File: config.mk
export PLATFORM = sky130hd
export DESIGN_NAME = lsu_mem_master
export DESIGN_NICKNAME = d
export VERILOG_FILES = /design/src/rtl/lsu_mem_master.sv
export SDC_FILE = /design/constraint.sdc
export NUM_CORES = 1
export LEC_CHECK = 0
export CORE_MARGIN = 1.5
export CORE_UTILIZATION = 43
export DETAILED_ROUTE_END_ITERATION = 7
export PLACE_DENSITY_LB_ADDON = 0.12
export SLEW_MARGIN = 25
export SYNTH_ARGS = -nofsm -noshare
export SYNTH_HDL_FRONTEND = slang
export SYNTH_SLANG_ARGS = --single-unit
File: constraint.sdc
create_clock -name clk -period 3.3 [get_ports clk]
set_clock_uncertainty 0.2 [all_clocks]
set_input_delay 0.66 -clock clk [delete_from_list [all_inputs] [get_ports clk]]
set_output_delay 0.66 -clock clk [all_outputs]
set_load 0.1 [all_outputs]
File: src/rtl/lsu_mem_master.sv
// lsu_mem_master
//   Load/store unit master for a byte-addressable 32-bit memory. A request is
//   accepted in IDLE, its fields are registered, one ISSUE cycle drives the
//   memory strobes, and the response is held in RESP until the core takes it.
//   Misaligned or illegal-size requests skip ISSUE and respond with an error.
// Ports
//   clk, rst                      clock, synchronous active-high reset
//   req_valid/req_ready           request handshake
//   req_we, req_size, req_unsigned, req_addr, req_wdata   request fields
//   resp_valid/resp_ready         response handshake
//   resp_rdata, resp_err          extended load data, error flag
//   mem_gwe, mem_rd, mem_bw0..3   word write, read, byte-lane write strobes
//   mem_addr, mem_wdata           memory byte address and write data
//   mem_rdata                     memory word, valid at the edge ending ISSUE
module lsu_mem_master #(
   parameter int XLEN = 32
) (
   input  logic            clk,
   input  logic            rst,
   input  logic            req_valid,
   output logic            req_ready,
   input  logic            req_we,
   input  logic [1:0]      req_size,
   input  logic            req_unsigned,
   input  logic [XLEN-1:0] req_addr,
   input  logic [XLEN-1:0] req_wdata,
   output logic            resp_valid,
   input  logic            resp_ready,
   output logic [XLEN-1:0] resp_rdata,
   output logic            resp_err,
   output logic            mem_gwe,
   output logic            mem_rd,
   output logic            mem_bw0,
   output logic            mem_bw1,
   output logic            mem_bw2,
   output logic            mem_bw3,
   output logic [XLEN-1:0] mem_addr,
   output logic [XLEN-1:0] mem_wdata,
   input  logic [XLEN-1:0] mem_rdata
);

   typedef enum logic [1:0] {
      S_IDLE,
      S_ISSUE,
      S_RESP
   } state_t;

   state_t            state_q, state_d;
   logic              we_q, we_d;
   logic [1:0]        size_q, size_d;
   logic              uns_q, uns_d;
   logic [1:0]        off_q, off_d;
   logic              mem_gwe_q, mem_gwe_d;
   logic              mem_rd_q, mem_rd_d;
   logic [3:0]        mem_bw_q, mem_bw_d;
   logic [XLEN-1:0]   mem_addr_q, mem_addr_d;
   logic [XLEN-1:0]   mem_wdata_q, mem_wdata_d;
   logic [XLEN-1:0]   resp_rdata_q, resp_rdata_d;
   logic              resp_err_q, resp_err_d;

   logic              req_legal;
   logic [XLEN-1:0]   lane_word;
   logic [XLEN-1:0]   load_ext;

   always_comb begin
      unique case (req_size)
         2'b00:   req_legal = 1'b1;
         2'b01:   req_legal = ~req_addr[0];
         2'b10:   req_legal = (req_addr[1:0] == 2'b00);
         default: req_legal = 1'b0;
      endcase
   end

   // Shift the addressed lane down to bit 0, then extend from its top bit.
   always_comb begin
      lane_word = mem_rdata >> {off_q, 3'b000};
      unique case (size_q)
         2'b00:   load_ext = {{(XLEN-8){~uns_q & lane_word[7]}}, lane_word[7:0]};
         2'b01:   load_ext = {{(XLEN-16){~uns_q & lane_word[15]}}, lane_word[15:0]};
         default: load_ext = mem_rdata;
      endcase
   end

   always_comb begin
      state_d      = state_q;
      we_d         = we_q;
      size_d       = size_q;
      uns_d        = uns_q;
      off_d        = off_q;
      mem_gwe_d    = 1'b0;
      mem_rd_d     = 1'b0;
      mem_bw_d     = '0;
      mem_addr_d   = '0;
      mem_wdata_d  = '0;
      resp_rdata_d = resp_rdata_q;
      resp_err_d   = resp_err_q;
      unique case (state_q)
         S_IDLE: begin
            if (req_valid) begin
               we_d         = req_we;
               size_d       = req_size;
               uns_d        = req_unsigned;
               off_d        = req_addr[1:0];
               resp_rdata_d = '0;
               if (req_legal) begin
                  state_d    = S_ISSUE;
                  resp_err_d = 1'b0;
                  mem_addr_d = req_addr;
                  if (req_we) begin
                     unique case (req_size)
                        2'b00: begin
                           mem_bw_d    = 4'b0001 << req_addr[1:0];
                           mem_wdata_d = {{(XLEN-8){1'b0}}, req_wdata[7:0]};
                        end
                        2'b01: begin
                           mem_bw_d    = 4'b0011 << req_addr[1:0];
                           mem_wdata_d = {{(XLEN-16){1'b0}}, req_wdata[15:0]};
                        end
                        default: begin
                           mem_gwe_d   = 1'b1;
                           mem_wdata_d = req_wdata;
                        end
                     endcase
                  end else begin
                     mem_rd_d = 1'b1;
                  end
               end else begin
                  state_d    = S_RESP;
                  resp_err_d = 1'b1;
               end
            end
         end
         S_ISSUE: begin
            state_d      = S_RESP;
            resp_rdata_d = we_q ? '0 : load_ext;
         end
         S_RESP: begin
            if (resp_ready) begin
               state_d      = S_IDLE;
               resp_rdata_d = '0;
               resp_err_d   = 1'b0;
            end
         end
         default: state_d = S_IDLE;
      endcase
   end

   always_ff @(posedge clk) begin
      if (rst) begin
         state_q      <= S_IDLE;
         we_q         <= 1'b0;
         size_q       <= '0;
         uns_q        <= 1'b0;
         off_q        <= '0;
         mem_gwe_q    <= 1'b0;
         mem_rd_q     <= 1'b0;
         mem_bw_q     <= '0;
         mem_addr_q   <= '0;
         mem_wdata_q  <= '0;
         resp_rdata_q <= '0;
         resp_err_q   <= 1'b0;
      end else begin
         state_q      <= state_d;
         we_q         <= we_d;
         size_q       <= size_d;
         uns_q        <= uns_d;
         off_q        <= off_d;
         mem_gwe_q    <= mem_gwe_d;
         mem_rd_q     <= mem_rd_d;
         mem_bw_q     <= mem_bw_d;
         mem_addr_q   <= mem_addr_d;
         mem_wdata_q  <= mem_wdata_d;
         resp_rdata_q <= resp_rdata_d;
         resp_err_q   <= resp_err_d;
      end
   end

   assign req_ready  = (state_q == S_IDLE);
   assign resp_valid = (state_q == S_RESP);
   assign resp_rdata = resp_rdata_q;
   assign resp_err   = resp_err_q;
   assign mem_gwe    = mem_gwe_q;
   assign mem_rd     = mem_rd_q;
   assign mem_bw0    = mem_bw_q[0];
   assign mem_bw1    = mem_bw_q[1];
   assign mem_bw2    = mem_bw_q[2];
   assign mem_bw3    = mem_bw_q[3];
   assign mem_addr   = mem_addr_q;
   assign mem_wdata  = mem_wdata_q;

endmodule

==> qor.txt <==
======================================================================================
Final net count                                                                    704
Via count of the first global-routing pass                                       3,524
Synth unique cells                                                                  45
Syn_area_per_cell                                                          10.04 sq um
Area enclosed by the die boundary                                         0.01005 sq mm
Port Buf Inserts                                                                   208
Startpoint type of the worst setup path                                      input pin
Startpoint of the most critical hold path                                 resp_rdata[6]$_SDFFE_PP0P_
I/O pin total                                                                      209
Largest net degree at the start of global routing                                   39
Post-synthesis async set-or-reset flop share                                        0%
Final cycle utilization of the critical path                                    78.20%
Slew HR                                                                         43.82%
RSZ-0062 raised after global routing                                             false
Worst Path Class, Setup                                                   input pin to flop
Post-CTS Hold Fix Bufs                                                               0
Maximum net fanout on the critical path                                             26
Shortest clock period the worst path allows after layout                       2581 ps
Buffer count from post-CTS setup fixing                                              0
Area of the core                                                          0.009196 sq mm
Global routing usage on met2                                                    37.57%
R2R setup slack                                                                1110 ps
Yosys synthesis warning count                                                        0
Reg2Reg Depth                                                                        5
Worst Hold Endpoint                                                       resp_rdata[6]$_SDFFE_PP0P_
Post-detail-place hpwl                                                        7.975 mm
Post-layout instance count excluding filler cells                                  716
Site Rows                                                                           35
WHS Path Cells                                                                       2
Number of hold violations in the final report                                        0
CP Data Required Time                                                          3380 ps
Maximum frequency from static timing analysis                                387.5 MHz
Launch point of the worst path                                               req_valid
Clock sink count                                                                   111
Area after DPL                                                            0.005938 sq mm
Origin of the critical flop-to-flop path                                  state_q[0]$_SDFFE_PP0P_
Total Negative Setup Slacks                                                       0 ps
Overall power                                                                 2.856 mW
CP Data Arrival Time                                                           2660 ps
Most utilized layer in the global route result                                    met2
Maximum ir drop on the vdd rail                                              0.2747 mV
Layout cell share with drive strength beyond 1                                  22.64%
Post-layout util                                                                66.98%
Remaining DRCs                                                                       0
Post-detailed-route count of antenna-violating nets                                  0
Most used DFF post-synth                                                  sky130_fd_sc_hd__dfxtp_1
Vias                                                                             3,695
Lkg Pwr                                                                       2.572 nW
Crit path capture type                                                            flop
Number of fillers in the final layout                                              787
Die width                                                                     100.2 um
Clock tree from TritonCTS                                                         done
Met3 demand-to-capacity share in global routing                                 6.825%
Inserted Clock Buffers                                                               9
Proportion of synthesized chip area in sequential cells                         54.66%
Level count of the clock H-tree                                                      3
Average wire per standard cell                                                15.10 um
Vertical die dimension                                                        100.2 um
Antenna violations before repair                                                     0
Areal power density over the cells                                        463.6 mW/mm^2
Overflow left after global routing                                                   0
CTS Root Buffer Type                                                      sky130_fd_sc_hd__clkbuf_8
Combined global-route utilization of all metal layers                           21.55%
Detailed Routing Iterations Pass 1                                                   4
Drt total wl                                                                  10.81 mm
Weighted congestion reported at the end of routability-driven placement         0.8284
Initial standard-cell utilization of the core                                   44.20%
Clock Tree Buf Depth                                                                 2
Number of instances resized during post-cts repair                                   0
Final non-filler cell area                                                0.006160 sq mm
Class of the tightest hold or removal check                               flop to flop
Clock insertion delay at the later pin of the skew report                       370 ps
Critical register-to-register path endpoint                               resp_rdata[20]$_SDFFE_PP0P_
Global Route met1 Usage                                                         25.05%
Antenna Diode Count                                                                  0
Final-report setup violation count                                                   0
Detailed router's first-iteration violation count                                   65
Synthesis-to-finish area growth                                                 51.52%
Total placed cells including tap cells                                             700
Post-detailed-route via-to-cell ratio                                            5.161
Post-synthesis instance area                                              0.004065 sq mm
Outcome                                                                   complete, no violations
Global-route wire length before repair                                        17.07 mm
Clock slew at the register clock pins of the worst setup and hold paths         110 ps
Slew @ Worst Pin                                                              842.2 ps
Nets in the synthesized netlist                                                    509
Number of flops mapped to enable cells by yosys                                      0
Final max-slew violation count                                                       0
Max_cap viols                                                                        0
Gate Count Post-Synth                                                              405
Number of synthesized register bits                                                111
======================================================================================
[Yosys cell counts (6+ instances only)]
cell type	n	area share [%]
sky130_fd_sc_hd__a22oi_1	23	4.2
sky130_fd_sc_hd__mux2i_1	11	2.7
sky130_fd_sc_hd__nand2_1	21	1.9
sky130_fd_sc_hd__dfxtp_1	111	55
sky130_fd_sc_hd__nor2_1	6	0.55
sky130_fd_sc_hd__a21oi_1	22	2.7
sky130_fd_sc_hd__nand3_1	14	1.7
sky130_fd_sc_hd__inv_1	9	0.83
sky130_fd_sc_hd__o211ai_1	12	2.2
sky130_fd_sc_hd__nand3b_1	9	1.7
sky130_fd_sc_hd__o21ai_1	10	1.2
sky130_fd_sc_hd__o21ai_0	7	0.86
sky130_fd_sc_hd__nand2b_1	8	1.2
sky130_fd_sc_hd__a211oi_1	7	1.3
sky130_fd_sc_hd__and3_1	10	1.5
sky130_fd_sc_hd__and2_1	57	8.8
sky130_fd_sc_hd__o2111ai_1	6	1.3
sky130_fd_sc_hd__clkbuf_1	24	2.2
[flip-flops by register name, indices dropped and copies added (netlist names), 2 cells and up]
| signal | cells |
|---|---|
| mem_addr | 32 |
| mem_bw_q | 4 |
| mem_wdata | 32 |
| off_q | 2 |
| resp_rdata | 32 |
| size_q | 2 |
| state_q | 2 |
[worst max-delay path, stage by stage]
cell                              delay, ps
sky130_fd_sc_hd__clkdlybuf4s50_1        510
sky130_fd_sc_hd__or3b_1                 510
sky130_fd_sc_hd__a211oi_4               300
sky130_fd_sc_hd__buf_4                  280
sky130_fd_sc_hd__nand2_1                130
sky130_fd_sc_hd__nor4b_1                260
[cell type report]
class                      instances  area [sq um]  share of cell area (%)
clock buffer                      10         137.6                   2.234
sequential                       111          2222                   36.08
clock inverter                     6         83.83                   1.361
tap                              111         138.9                   2.255
inverter                          10         37.54                  0.6094
timing repair buffer             217          1887                   30.63
multi-input combinational        251          1653                   26.83
[per-stage QoR]
stage          setup WS, ps  hold slack (ps)
3_3_place_gp          382.2            246.1
5_1_grt               535.0            295.2
3_5_place_dp          317.8            249.9
6_report              719.4            264.7
2_1_floorplan         632.8            247.8
4_1_cts               706.3            264.6
[worst max-delay path by stage]
| stage | to | cells past startpoint |
|---|---|---|
| 6_report | mem_bw_q[3]$_SDFF_PP0_ | 6 |
| 5_1_grt | mem_bw_q[2]$_SDFF_PP0_ | 6 |
| 4_1_cts | mem_wdata[18]$_SDFF_PP0_ | 5 |
| 3_5_place_dp | mem_wdata[18]$_SDFF_PP0_ | 5 |
| 3_3_place_gp | mem_bw_q[3]$_SDFF_PP0_ | 6 |
| 2_1_floorplan | resp_valid | 1 |
[cell usage in the layout (no fill, tap or decap), types with 6 or more instances in the layout]
master	netlist	layout
sky130_fd_sc_hd__a211oi_1	7	7
sky130_fd_sc_hd__a21oi_1	22	22
sky130_fd_sc_hd__o21ai_0	7	7
sky130_fd_sc_hd__clkdlybuf4s50_1	0	103
sky130_fd_sc_hd__o2111ai_1	6	6
sky130_fd_sc_hd__buf_4	1	114
sky130_fd_sc_hd__nor2_1	6	6
sky130_fd_sc_hd__nand2_1	21	21
sky130_fd_sc_hd__o21ai_1	10	10
sky130_fd_sc_hd__nand3_1	14	14
sky130_fd_sc_hd__nand2b_1	8	8
sky130_fd_sc_hd__o211ai_1	12	12
sky130_fd_sc_hd__a22oi_1	23	23
sky130_fd_sc_hd__inv_1	9	9
sky130_fd_sc_hd__nand3b_1	9	9
sky130_fd_sc_hd__and2_1	57	57
sky130_fd_sc_hd__and3_1	10	10
sky130_fd_sc_hd__clkbuf_8	0	10
sky130_fd_sc_hd__mux2i_1	11	11
sky130_fd_sc_hd__dfxtp_1	111	111
[kinds of logic after synthesis]
group	count (synthesis)	synth area share (%)
compound gates	99	16.59
buf+inv	43	4.678
flops	111	54.66
mux	14	4.094
simple gates	138	19.98
[power breakdown]
| part | internal (mW) | switching [mW] |
|---|---|---|
| clock network | 0.391 | 0.484 |
| registers | 1.37 | 0.0242 |
| logic | 0.215 | 0.369 |
| total | 1.98 | 0.877 |
[metal layers]
layer | share of wire (%) | vias to the layer above | routed length [um]
met5 | 0 | - | 0
met4 | 1.9 | 0 | 201
met3 | 8.1 | 17 | 872
met2 | 50 | 139 | 5386
met1 | 40 | 1728 | 4351
li1 | - | 1811 | -
No activity file was read; power rests on OpenSTA's default activity.
